[src/rtl/ps2_scancode_sequencer.sv]
// ps2_scancode_sequencer
//   Turns the PS/2 Set-2 byte stream into single key events and queues them.
//   E0 (extended), F0 (break) and E1 (Pause) prefixes are folded into one event.
//   Fake-shift codes and receiver filler bytes are dropped. A prefix sequence
//   that stalls between bytes is aborted with a seq_err pulse.
//
// Ports
//   clk        system clock, all state on posedge
//   rst_n      asynchronous active-low reset
//   rx_data    received byte, qualified by rx_strb
//   rx_strb    one-cycle strobe per received byte
//   key_code   head event scan code (E1 means Pause), 0 while key_valid=0
//   key_ext    head event carried an E0 prefix, 0 while key_valid=0
//   key_break  head event is a release, 0 while key_valid=0
//   key_valid  event FIFO not empty
//   key_ready  consumer takes the head when key_valid & key_ready
//   overflow   sticky: an event was dropped because the FIFO was full
//   seq_err    one-cycle pulse: sequence aborted (timeout or illegal prefix)

module ps2_scancode_sequencer #(
   parameter int unsigned FIFO_DEPTH     = 4,
   parameter int unsigned TIMEOUT_CYCLES = 100000
) (
   input  logic       clk,
   input  logic       rst_n,
   input  logic [7:0] rx_data,
   input  logic       rx_strb,
   output logic [7:0] key_code,
   output logic       key_ext,
   output logic       key_break,
   output logic       key_valid,
   input  logic       key_ready,
   output logic       overflow,
   output logic       seq_err
);

   localparam int unsigned AW = $clog2(FIFO_DEPTH);
   localparam int unsigned CW = AW + 1;
   localparam int unsigned TW = $clog2(TIMEOUT_CYCLES);

   localparam logic [7:0] B_E0 = 8'hE0;
   localparam logic [7:0] B_F0 = 8'hF0;
   localparam logic [7:0] B_E1 = 8'hE1;
   localparam logic [7:0] B_FAKE_SHIFT = 8'h12;

   typedef enum logic [2:0] {
      S_IDLE,
      S_E0,
      S_F0,
      S_E0F0,
      S_PAUSE
   } state_t;

   state_t          r_state, w_state_nxt;
   logic [TW-1:0]   r_tcnt, w_tcnt_nxt;
   logic [2:0]      r_pcnt, w_pcnt_nxt;
   logic            r_seq_err, w_err;

   // Event produced by the byte in this cycle: {code, ext, brk}
   logic            w_push;
   logic [7:0]      w_ev_code;
   logic            w_ev_ext;
   logic            w_ev_brk;

   logic            w_filler;
   logic            w_prefix;

   // Receiver status/filler bytes that never form an event on their own
   assign w_filler = (rx_data == 8'hAA) || (rx_data == 8'hFA) || (rx_data == 8'hFE) ||
                     (rx_data == 8'hEE) || (rx_data == 8'h00) || (rx_data == 8'hFF);
   assign w_prefix = (rx_data == B_E0) || (rx_data == B_F0) || (rx_data == B_E1);

   //------------------------------------------------------------------------
   // Sequencer FSM
   //------------------------------------------------------------------------
   always_ff @(posedge clk or negedge rst_n) begin
      if (!rst_n) begin
         r_state   <= S_IDLE;
         r_tcnt    <= '0;
         r_pcnt    <= '0;
         r_seq_err <= 1'b0;
      end else begin
         r_state   <= w_state_nxt;
         r_tcnt    <= w_tcnt_nxt;
         r_pcnt    <= w_pcnt_nxt;
         r_seq_err <= w_err;
      end
   end

   always_comb begin
      w_state_nxt = r_state;
      w_tcnt_nxt  = r_tcnt;
      w_pcnt_nxt  = r_pcnt;
      w_err       = 1'b0;
      w_push      = 1'b0;
      w_ev_code   = rx_data;
      w_ev_ext    = 1'b0;
      w_ev_brk    = 1'b0;

      if (rx_strb) begin
         // A byte always wins over a coinciding timeout
         w_tcnt_nxt = '0;
         case (r_state)
            S_IDLE: begin
               if (rx_data == B_E0) begin
                  w_state_nxt = S_E0;
               end else if (rx_data == B_F0) begin
                  w_state_nxt = S_F0;
               end else if (rx_data == B_E1) begin
                  w_state_nxt = S_PAUSE;
                  w_pcnt_nxt  = 3'd7;
               end else if (!w_filler) begin
                  w_push = 1'b1;
               end
            end
            S_E0: begin
               if (rx_data == B_F0) begin
                  w_state_nxt = S_E0F0;
               end else if (rx_data == B_E0) begin
                  w_state_nxt = S_E0;
               end else if (rx_data == B_E1) begin
                  w_err       = 1'b1;
                  w_state_nxt = S_IDLE;
               end else if (rx_data == B_FAKE_SHIFT) begin
                  w_state_nxt = S_IDLE;
               end else begin
                  w_push      = 1'b1;
                  w_ev_ext    = 1'b1;
                  w_state_nxt = S_IDLE;
               end
            end
            S_F0: begin
               w_state_nxt = S_IDLE;
               if (w_prefix) begin
                  w_err = 1'b1;
               end else begin
                  w_push   = 1'b1;
                  w_ev_brk = 1'b1;
               end
            end
            S_E0F0: begin
               w_state_nxt = S_IDLE;
               if (w_prefix) begin
                  w_err = 1'b1;
               end else if (rx_data != B_FAKE_SHIFT) begin
                  w_push   = 1'b1;
                  w_ev_ext = 1'b1;
                  w_ev_brk = 1'b1;
               end
            end
            S_PAUSE: begin
               // Pause body bytes are counted, not inspected
               w_pcnt_nxt = r_pcnt - 3'd1;
               if (r_pcnt == 3'd1) begin
                  w_push      = 1'b1;
                  w_ev_code   = B_E1;
                  w_state_nxt = S_IDLE;
               end
            end
            default: begin
               w_state_nxt = S_IDLE;
            end
         endcase
      end else if (r_state != S_IDLE) begin
         if (r_tcnt == TW'(TIMEOUT_CYCLES - 1)) begin
            w_state_nxt = S_IDLE;
            w_tcnt_nxt  = '0;
            w_err       = 1'b1;
         end else begin
            w_tcnt_nxt = r_tcnt + TW'(1);
         end
      end
   end

   assign seq_err = r_seq_err;

   //------------------------------------------------------------------------
   // Event FIFO
   //------------------------------------------------------------------------
   logic [9:0]    r_mem [FIFO_DEPTH];
   logic [AW-1:0] r_wptr, r_rptr;
   logic [CW-1:0] r_count;
   logic          r_overflow;
   logic          w_empty, w_full, w_pop, w_wr;

   assign w_empty = (r_count == '0);
   assign w_full  = (r_count == CW'(FIFO_DEPTH));
   assign w_pop   = !w_empty && key_ready;
   // A pop frees the slot in the same cycle, so a full FIFO still accepts
   assign w_wr    = w_push && (!w_full || w_pop);

   always_ff @(posedge clk) begin
      if (w_wr) begin
         r_mem[r_wptr] <= {w_ev_code, w_ev_ext, w_ev_brk};
      end
   end

   always_ff @(posedge clk or negedge rst_n) begin
      if (!rst_n) begin
         r_wptr     <= '0;
         r_rptr     <= '0;
         r_count    <= '0;
         r_overflow <= 1'b0;
      end else begin
         if (w_wr) begin
            r_wptr <= r_wptr + AW'(1);
         end
         if (w_pop) begin
            r_rptr <= r_rptr + AW'(1);
         end
         if (w_wr && !w_pop) begin
            r_count <= r_count + CW'(1);
         end else if (!w_wr && w_pop) begin
            r_count <= r_count - CW'(1);
         end
         if (w_push && !w_wr) begin
            r_overflow <= 1'b1;
         end
      end
   end

   assign key_valid = !w_empty;
   assign overflow  = r_overflow;
   assign key_code  = w_empty ? 8'h00 : r_mem[r_rptr][9:2];
   assign key_ext   = w_empty ? 1'b0  : r_mem[r_rptr][1];
   assign key_break = w_empty ? 1'b0  : r_mem[r_rptr][0];

endmodule

[config.mk]
export PLATFORM = sky130hd
export DESIGN_NAME = ps2_scancode_sequencer
export DESIGN_NICKNAME = d
export VERILOG_FILES = /design/src/rtl/ps2_scancode_sequencer.sv
export SDC_FILE = /design/constraint.sdc
export NUM_CORES = 1
export LEC_CHECK = 0
export CELL_PAD_IN_SITES_DETAIL_PLACEMENT = 1
export CELL_PAD_IN_SITES_GLOBAL_PLACEMENT = 1
export CORE_AREA = 5 5 86 88
export CTS_BUF_LIST = sky130_fd_sc_hd__clkbuf_4 sky130_fd_sc_hd__clkbuf_8
export DETAILED_ROUTE_END_ITERATION = 8
export DIE_AREA = 0 0 91 93
export DONT_BUFFER_PORTS = 1
export PLACE_DENSITY_LB_ADDON = 0.1
export SYNTH_ARGS = -nofsm -noshare
export SYNTH_HDL_FRONTEND = slang
export SYNTH_SLANG_ARGS = --single-unit
[constraint.sdc]
create_clock -name clk -period 4.01 [get_ports clk]
set_clock_uncertainty 0.2 [all_clocks]
set_input_delay 0 -clock clk [delete_from_list [all_inputs] [get_ports clk]]
set_output_delay 0 -clock clk [all_outputs]
set_load 0.01 [all_outputs]
==> results.md, run 1 <==
- Leading area contributor after synthesis: edfxtp_1
- Internal power: 1500 uW
- Reg-to-reg setup timing slack: 0.82 ns
- CTS sink cnt: 72
- Sequential cell area fraction in the yosys report: 0.581
- Non-filler cells in the finished layout: 384
- Pin count of the biggest net entering global routing: 33
- Crit path max fanout: 12
- Fillers: 668
- Syn Nets: 300
- CP Capture Type: flip-flop
- Die W: 91 um
- Finished Cell Area: 3920 um2
- Clock power frac: 0.292
- H-tree Lvls: 3
- Prevailing post-synth register cell: edfxtp_1
- Synth area leaders: edfxtp_1, dfrtp_1, mux4_2, and2_1, ha_1
- Post-synth EDFFs: 40
- Total number of vias: 2256
- Longest Clk Path Bufs: 2
- Crit path top cell by count: xor2_1
- Final HPWL DP: 5080 um
- Top cells by count, synth: edfxtp_1, dfrtp_1, nor2_1, and2_1, nand2_1
- # placed instances: 351
- TritonRoute pass-1 iters: 4
- Yosys cell types: 45
- Worst path top cell family by delay: simple AND/OR/NAND/NOR gates
- Worst Reg2Reg Path Length in Cells: 10
- RSZ-0062 raised after global routing: no
- DRT iter0 DRCs: 91
- Net Sw Frac: 0.299
- # setup viols final: 0
- Core Util, Final: 0.596
- Number of max-cap violations: 0
- Vias per inst: 5.88
- Post-Syn Area: 3450 um2
- Outcome: complete, no violations
- Remaining Overflow, GRT: 0
- Cells after Synth: 279
- Initial Util: 0.525
- CP Data Arrival Time: 3.26 ns
- Sw Pwr: 642 uW
- Buf/Inv on CP: 1
- Clock Latency Late Sink: 0.34 ns
- Reg2reg end: r_count[2]
- Power share of the sequential group: 0.479
- Row count: 30
- Clock root buffer master: clkbuf_8
- Pleak: 0.00150 uW
- Min-Delay Path Class: input pin to asynchronous set/reset pin
- Final Max Slew Viols: 0
- CTS resizes: 0
- Post-synth top area share: 0.349
- Initial antenna violation count: 0
- CP Launch Type: flip-flop
- Core area: 6570 um2
- Share of cells above drive strength 1: 0.105
- Comb power frac: 0.229
- CTS tree: built
- Setup Buffers After CTS: 0
- Die height: 93 um
- Port bufs: 0
- Mean Syn Cell Area: 12.4 um2
- Synth warn: 0
- Most numerous cell in the Yosys netlist: edfxtp_1
- Synth-to-Final Area Change: 13.6%
- Final TNS setup: 0 ns
- VDD IR max: 0.000358 V
- Reg clk slew, reported paths: 0.08 ns
- GPL Wtd Cong: 0.779
- Layout Nets: 320
- Period utilization: 0.796
- Total track usage: 0.198
- Crit path kind: flip-flop to flip-flop
- Post-route DRC: 0
- Critical-path top delay cell: or3_1
- Minimum clock period after layout: 3.19 ns
- Rel. slew slack: 0.530
- TritonCTS buffer count: 9
- Slew @ Worst Pin: 0.700 ns
- Max stage delay on crit path: 0.56 ns
- Routed Antenna Nets: 0
- Cts hold-fix bufs: 17
- Hold Vio Cnt, Final: 0
- Power Density: 548 nW/um2
- Critical Path RT: 4.08 ns
- Post-Place Cell Area: 3510 um2
- Post-Route WL: 7720 um
- First-pass GRT wire length: 12900 um
- Worst reg2reg path startpoint: r_state[2]
- Ports: 25
- Fmax: 313 MHz
- Antenna diodes: 0
- Vias in the first global route: 2459
- DR WL/cell: 20.1 um
- #FFs+latches synth: 72
- FFs w/ async S/R, synth: 0.444
- Die area: 8460 um2
- Crit path cell chain: or3_1 -> a21oi_1 -> a211oi_2 -> nor3_2 -> ha_1 -> inv_1 -> fa_1 -> xor2_1 -> nor2_1 -> xor2_1
==> how the worst max path moves through the flow <==
stage                     startpoint          to  slack (ns)  cells past startpoint
after floorplan           r_state[1]  r_count[2]        1.24                     11
after global placement    r_state[2]  r_count[2]        0.92                     10
after detailed placement  r_state[2]  r_count[2]        0.83                     10
after CTS                 r_state[2]  r_count[2]        0.82                     10
after global routing      r_state[2]  r_count[2]        0.58                     10
final                     r_state[2]  r_count[2]        0.82                     10
==> worst min-delay path, cell delays in order <==
cell	delay (ns)
dlygate4sd3_1	0.60
buf_12	0.12
buf_12	0.19
==> layout make-up <==
class / count / area [um2] / share of cell area
well taps: 80 / 100 / 0.0256
inverters: 8 / 30.0 / 0.00767
multi-input cells: 191 / 1370 / 0.351
clock inverters: 7 / 95.1 / 0.0243
repair buffers: 17 / 190 / 0.0486
flip-flops and latches: 72 / 2000 / 0.511
clock buffers: 9 / 124 / 0.0316
==> state kept, by name (all words and copies together), names as in the netlist <==
register	count
r_count	3
r_tcnt	17
r_state	3
r_mem	40
r_rptr	2
overflow	1
r_pcnt	3
r_wptr	2
seq_err	1
==> power groups by stage <==
stage               clock network (uW)  registers, uW  logic (uW)
finish                             627           1030         490
global route                       680           1050         546
CTS                                639           1030         504
detailed placement                   0           1050         467
global placement                     0           1040         446
floorplan                            0            974         428
==> through the flow <==
stage	total power [uW]	setup WS [ns]	hold slack, ns
finish	2150	0.820	0.0174
floorplan	1400	1.24	-0.496
global route	2280	0.583	0.0191
CTS	2180	0.816	0.0129
global placement	1480	0.915	-0.495
detailed placement	1520	0.829	-0.495
==> metal layers <==
layer | share of wire | GRT usage | up-vias | wire [um]
li1 | - | - | 1065 | -
met4 | 0.018 | 0.0721 | 0 | 142
met1 | 0.41 | 0.233 | 1142 | 3170
met5 | 0 | 0 | - | 0
met3 | 0.032 | 0.0483 | 14 | 244
met2 | 0.54 | 0.350 | 35 | 4160
==> layout by cell type (no fill, tap or decap), types with 5 or more instances in the layout <==
master and n:
dfrtp_1 32, o21ai_0 10, and3_1 7, dlygate4sd3_1 15, and2_1 21, nand2b_1 8
mux4_2 10, nor2_1 23, nand3_1 14, ha_1 8, clkbuf_8 9, xor2_1 9
nor3_1 5, a21oi_1 5, xnor2_1 7, edfxtp_1 40, nand2_1 19, a31oi_1 5
inv_1 8, nand4_1 5
==> kinds of logic after synthesis <==
logic type                 after synthesis  synth area share
DFF                                     72             0.581
adders and majority gates                9            0.0349
buffers and inverters                   16            0.0203
and+or+nand+nor                        121             0.190
xor gates and xnor gates                16            0.0407
muxes                                   12            0.0719
AOI/OAI and AO/OA                       33            0.0617
No activity file was read; power rests on OpenSTA's default activity.
==> run 2, diff against run 1 <==
- ABC_AREA: default -> 1
- CORE_AREA: 5 5 86 88 -> 5 5 92 94
- DIE_AREA: 0 0 91 93 -> 0 0 97 99
- clock period: 4.01 -> 3.2 ns (I/O delays scaled with it)
==> run 2 against run 1 <==
Compared with the run above:
- global-route usage up 0.50 points
- critical path type unchanged
- wire length up 18%
- critical path depth up 3
- synthesized cell count up 51%
- largest power group unchanged
- worst hold slack better by 0.025 ns
- design area up 8.0%
- total power up 46%
- sequential power up 27%
- largest cell class unchanged
==> results.md, run 2 <==
- Outcome: complete, no violations
- Met2 usage: 0.378 (+0.0287)
- Initial antenna violation count: 0 (unchanged)
- Crit path kind: flip-flop to flip-flop
- Clock root buffer master: clkbuf_8
- Vias in the first global route: 3158 (+28%)
- DR WL/cell: 16.4 um (-18%)
- Power Density: 743 nW/um2 (+36%)
- Place WS: 0.511 ns (-0.318 ns)
- DRT iter0 DRCs: 95 (+4.4%)
- First-pass GRT wire length: 15500 um (+20%)
- Remaining Overflow, GRT: 0 (unchanged)
- CP Data Arrival Time: 2.79 ns (-0.47 ns)
- Clock Latency Late Sink: 0.34 ns (about the same)
- Setup Buffers After CTS: 0 (unchanged)
- Die W: 97 um (+6.6%)
- Crit path cell chain: nor3_1 -> nand3_1 -> nand2_1 -> nor2_2 -> nand2_2 -> nand3_4 -> inv_1 -> ha_1 -> inv_1 -> fa_1 -> a21oi_1 -> o21ai_0 -> xor2_1
- #FFs+latches synth: 72 (unchanged)
- CP Capture Type: flip-flop
- Busiest layer in global routing: met2
- Post-synth EDFFs: 40 (unchanged)
- Layout Nets: 467 (+46%)
- Yosys cell types: 34 (-24%)
- Reg clk slew, reported paths: 0.08 ns (about the same)
- GR Util met1: 0.229 (-0.00432)
- Prevailing post-synth register cell: edfxtp_1
- Commonest non-fill, non-tap cells in the layout: nor2_1, nand2_1, inv_1
- Cts hold-fix bufs: 17 (unchanged)
- Post-route DRC: 0 (unchanged)
- Port bufs: 0 (unchanged)
- Final worst slack: 0.438 ns (-0.382 ns)
- Crit path max fanout: 7 (-5)
- Post-synth top area share: 0.327 (-0.0221)
- Rel. slew slack: 0.580 (+0.0502)
- Pin count of the biggest net entering global routing: 33 (unchanged)
- Register area: 2000 um2 (unchanged)
- Total number of vias: 2881 (+28%)
- FFs w/ async S/R, synth: 0.444 (unchanged)
- GPL Wtd Cong: 0.808 (+3.7%)
- Leading area contributor after synthesis: edfxtp_1
- Share of cells above drive strength 1: 0.109 (+0.00338)
- Sequential cell area fraction in the yosys report: 0.544 (-0.0368)
- Routed Antenna Nets: 0 (unchanged)
- Largest register by flop count: r_mem
- Post-Place Cell Area: 3810 um2 (+8.7%)
- Synth area leaders: edfxtp_1, dfrtp_1, nor2_1, nand2_1, inv_1
- Multi-input gate area: 1410 um2 (+2.6%)
- Finished Cell Area: 4230 um2 (+8.0%)
- Top flop regs: r_mem (40), r_tcnt (17)
- Final TNS setup: 0 ns (unchanged)
- Vias per inst: 5.21 (-11%)
- Post-Route WL: 9080 um (+18%)
- Mean Syn Cell Area: 8.74 um2 (-29%)
- Min-Delay Path Class: input pin to flip-flop
- CTS resizes: 0 (unchanged)
- Final hold slack: 0.0427 ns (+0.0253 ns)
- TritonCTS buffer count: 9 (unchanged)
- Final Power: 3140 uW (+46%)
- Critical-path top delay cell: dfrtp_1
- Longest Clk Path Bufs: 2 (unchanged)
- Initial Util: 0.486 (-0.0385)
- CTS sink cnt: 72 (unchanged)
- Post-Syn Area: 3680 um2 (+6.8%)
- Slew @ Worst Pin: 0.623 ns (-0.0766 ns)
- H-tree Lvls: 3 (unchanged)
- Minimum clock period after layout: 2.76 ns (-0.428 ns)
- Syn Nets: 442 (+47%)
- Total track usage: 0.203 (+0.00502)
- Fillers: 904 (+35%)
- Row count: 32 (+6.7%)
- Synth-to-Final Area Change: 14.9%
- Final Max Slew Viols: 0 (unchanged)
- Die height: 99 um (+6.5%)
- Core area: 7570 um2 (+15%)
- Worst reg2reg path startpoint: r_state[2]
- Most numerous cell in the Yosys netlist: nor2_1
- # setup viols final: 0 (unchanged)
- VDD IR max: 0.000331 V (-7.7%)
- RSZ-0062 raised after global routing: no
- Hold Vio Cnt, Final: 0 (unchanged)
- Hold path start: rx_data[0]
- Number of flip-flops in the largest register: 40 (unchanged)
- Synth warn: 0 (unchanged)
- Ports: 25 (unchanged)
- Cells after Synth: 421 (+51%)
- Die area: 9600 um2 (+13%)
- TritonRoute pass-1 iters: 4 (unchanged)
- Pleak: 0.00184 uW (+22%)
- CTS tree: built
- Fmax: 362 MHz (+15%)
- Final HPWL DP: 6210 um (+22%)
- Crit path top cell by count: inv_1
- Most common cell after layout, fill and taps aside: nor2_1
- Global routing usage on met3: 0.0396 (-0.00864)
- Worst setup path start: r_state[2]
- Period utilization: 0.863 (+0.0677)
- Critical Path RT: 3.23 ns (-0.85 ns)
- Max stage delay on crit path: 0.48 ns (-0.08 ns)
- Top cells by count, synth: nor2_1, nand2_1, inv_1, edfxtp_1, o21ai_0
- CP Launch Type: flip-flop
- Number of max-cap violations: 0 (unchanged)
- Antenna diodes: 0 (unchanged)
run 2: through the flow:
stage               cells   util
detailed placement    520  0.503
finish                553  0.559
global route          553  0.559
floorplan             421      -
global placement      520  0.503
CTS                   553  0.559
run 2: where the power goes:
| group | total (uW) | internal, uW | leakage (uW) | switching (uW) |
|---|---|---|---|---|
| Sequential | 1310 | 1170 | 0.000784 | 143 |
| Combinational | 1010 | 343 | 0.000943 | 670 |
| Clock | 815 | 469 | 0.000113 | 346 |
| Total | 3140 | 1980 | 0.00184 | 1160 |
run 2: cell type report:
type / count / share of cell area
Sequential cell: 72 / 0.474
Tap cell: 102 / 0.0302
Timing Repair Buffer: 23 / 0.0557
Clock inverter: 5 / 0.0192
Inverter: 60 / 0.0533
Multi-Input combinational cell: 280 / 0.334
Clock buffer: 11 / 0.0343
run 2: layer usage:
layer,vias up,part of all wire
li1,1429,-
met1,1397,0.42
met2,40,0.53
met3,15,0.026
met4,0,0.018
met5,-,0
run 2: worst max-delay path, delay by kind of cell (launching register included):
| kind | cells | cell delay, ns |
|---|---|---|
| buffers and inverters | 2 | 0.16 |
| adders and majority gates | 2 | 0.53 |
| AOI/OAI and AO/OA | 2 | 0.29 |
| and+or+nand+nor | 6 | 0.83 |
| DFF | 1 | 0.48 |
| xor gates and xnor gates | 1 | 0.15 |
run 2: worst paths after layout:
check / to / slack [ns] / cells past startpoint
max: r_count[2] / 0.44 / 13
min reg2reg: r_count[0] / 0.34 / 1
max in group asynchronous: r_state[1] / 2.10 / 4
min: r_wptr[0] / 0.04 / 7
max reg2reg: r_count[2] / 0.44 / 13
min in group asynchronous: r_count[2] / 0.51 / 4
run 2: cell families after synthesis:
group | after synthesis | synth area share
AO/OA/AOI/OAI | 71 | 0.103
XOR/XNOR | 7 | 0.0167
adder cells (fa/ha/maj) | 9 | 0.0327
buffers and inverters | 69 | 0.0724
flip-flops | 72 | 0.544
multiplexers | 1 | 0.00306
AND/OR/NAND/NOR | 192 | 0.228
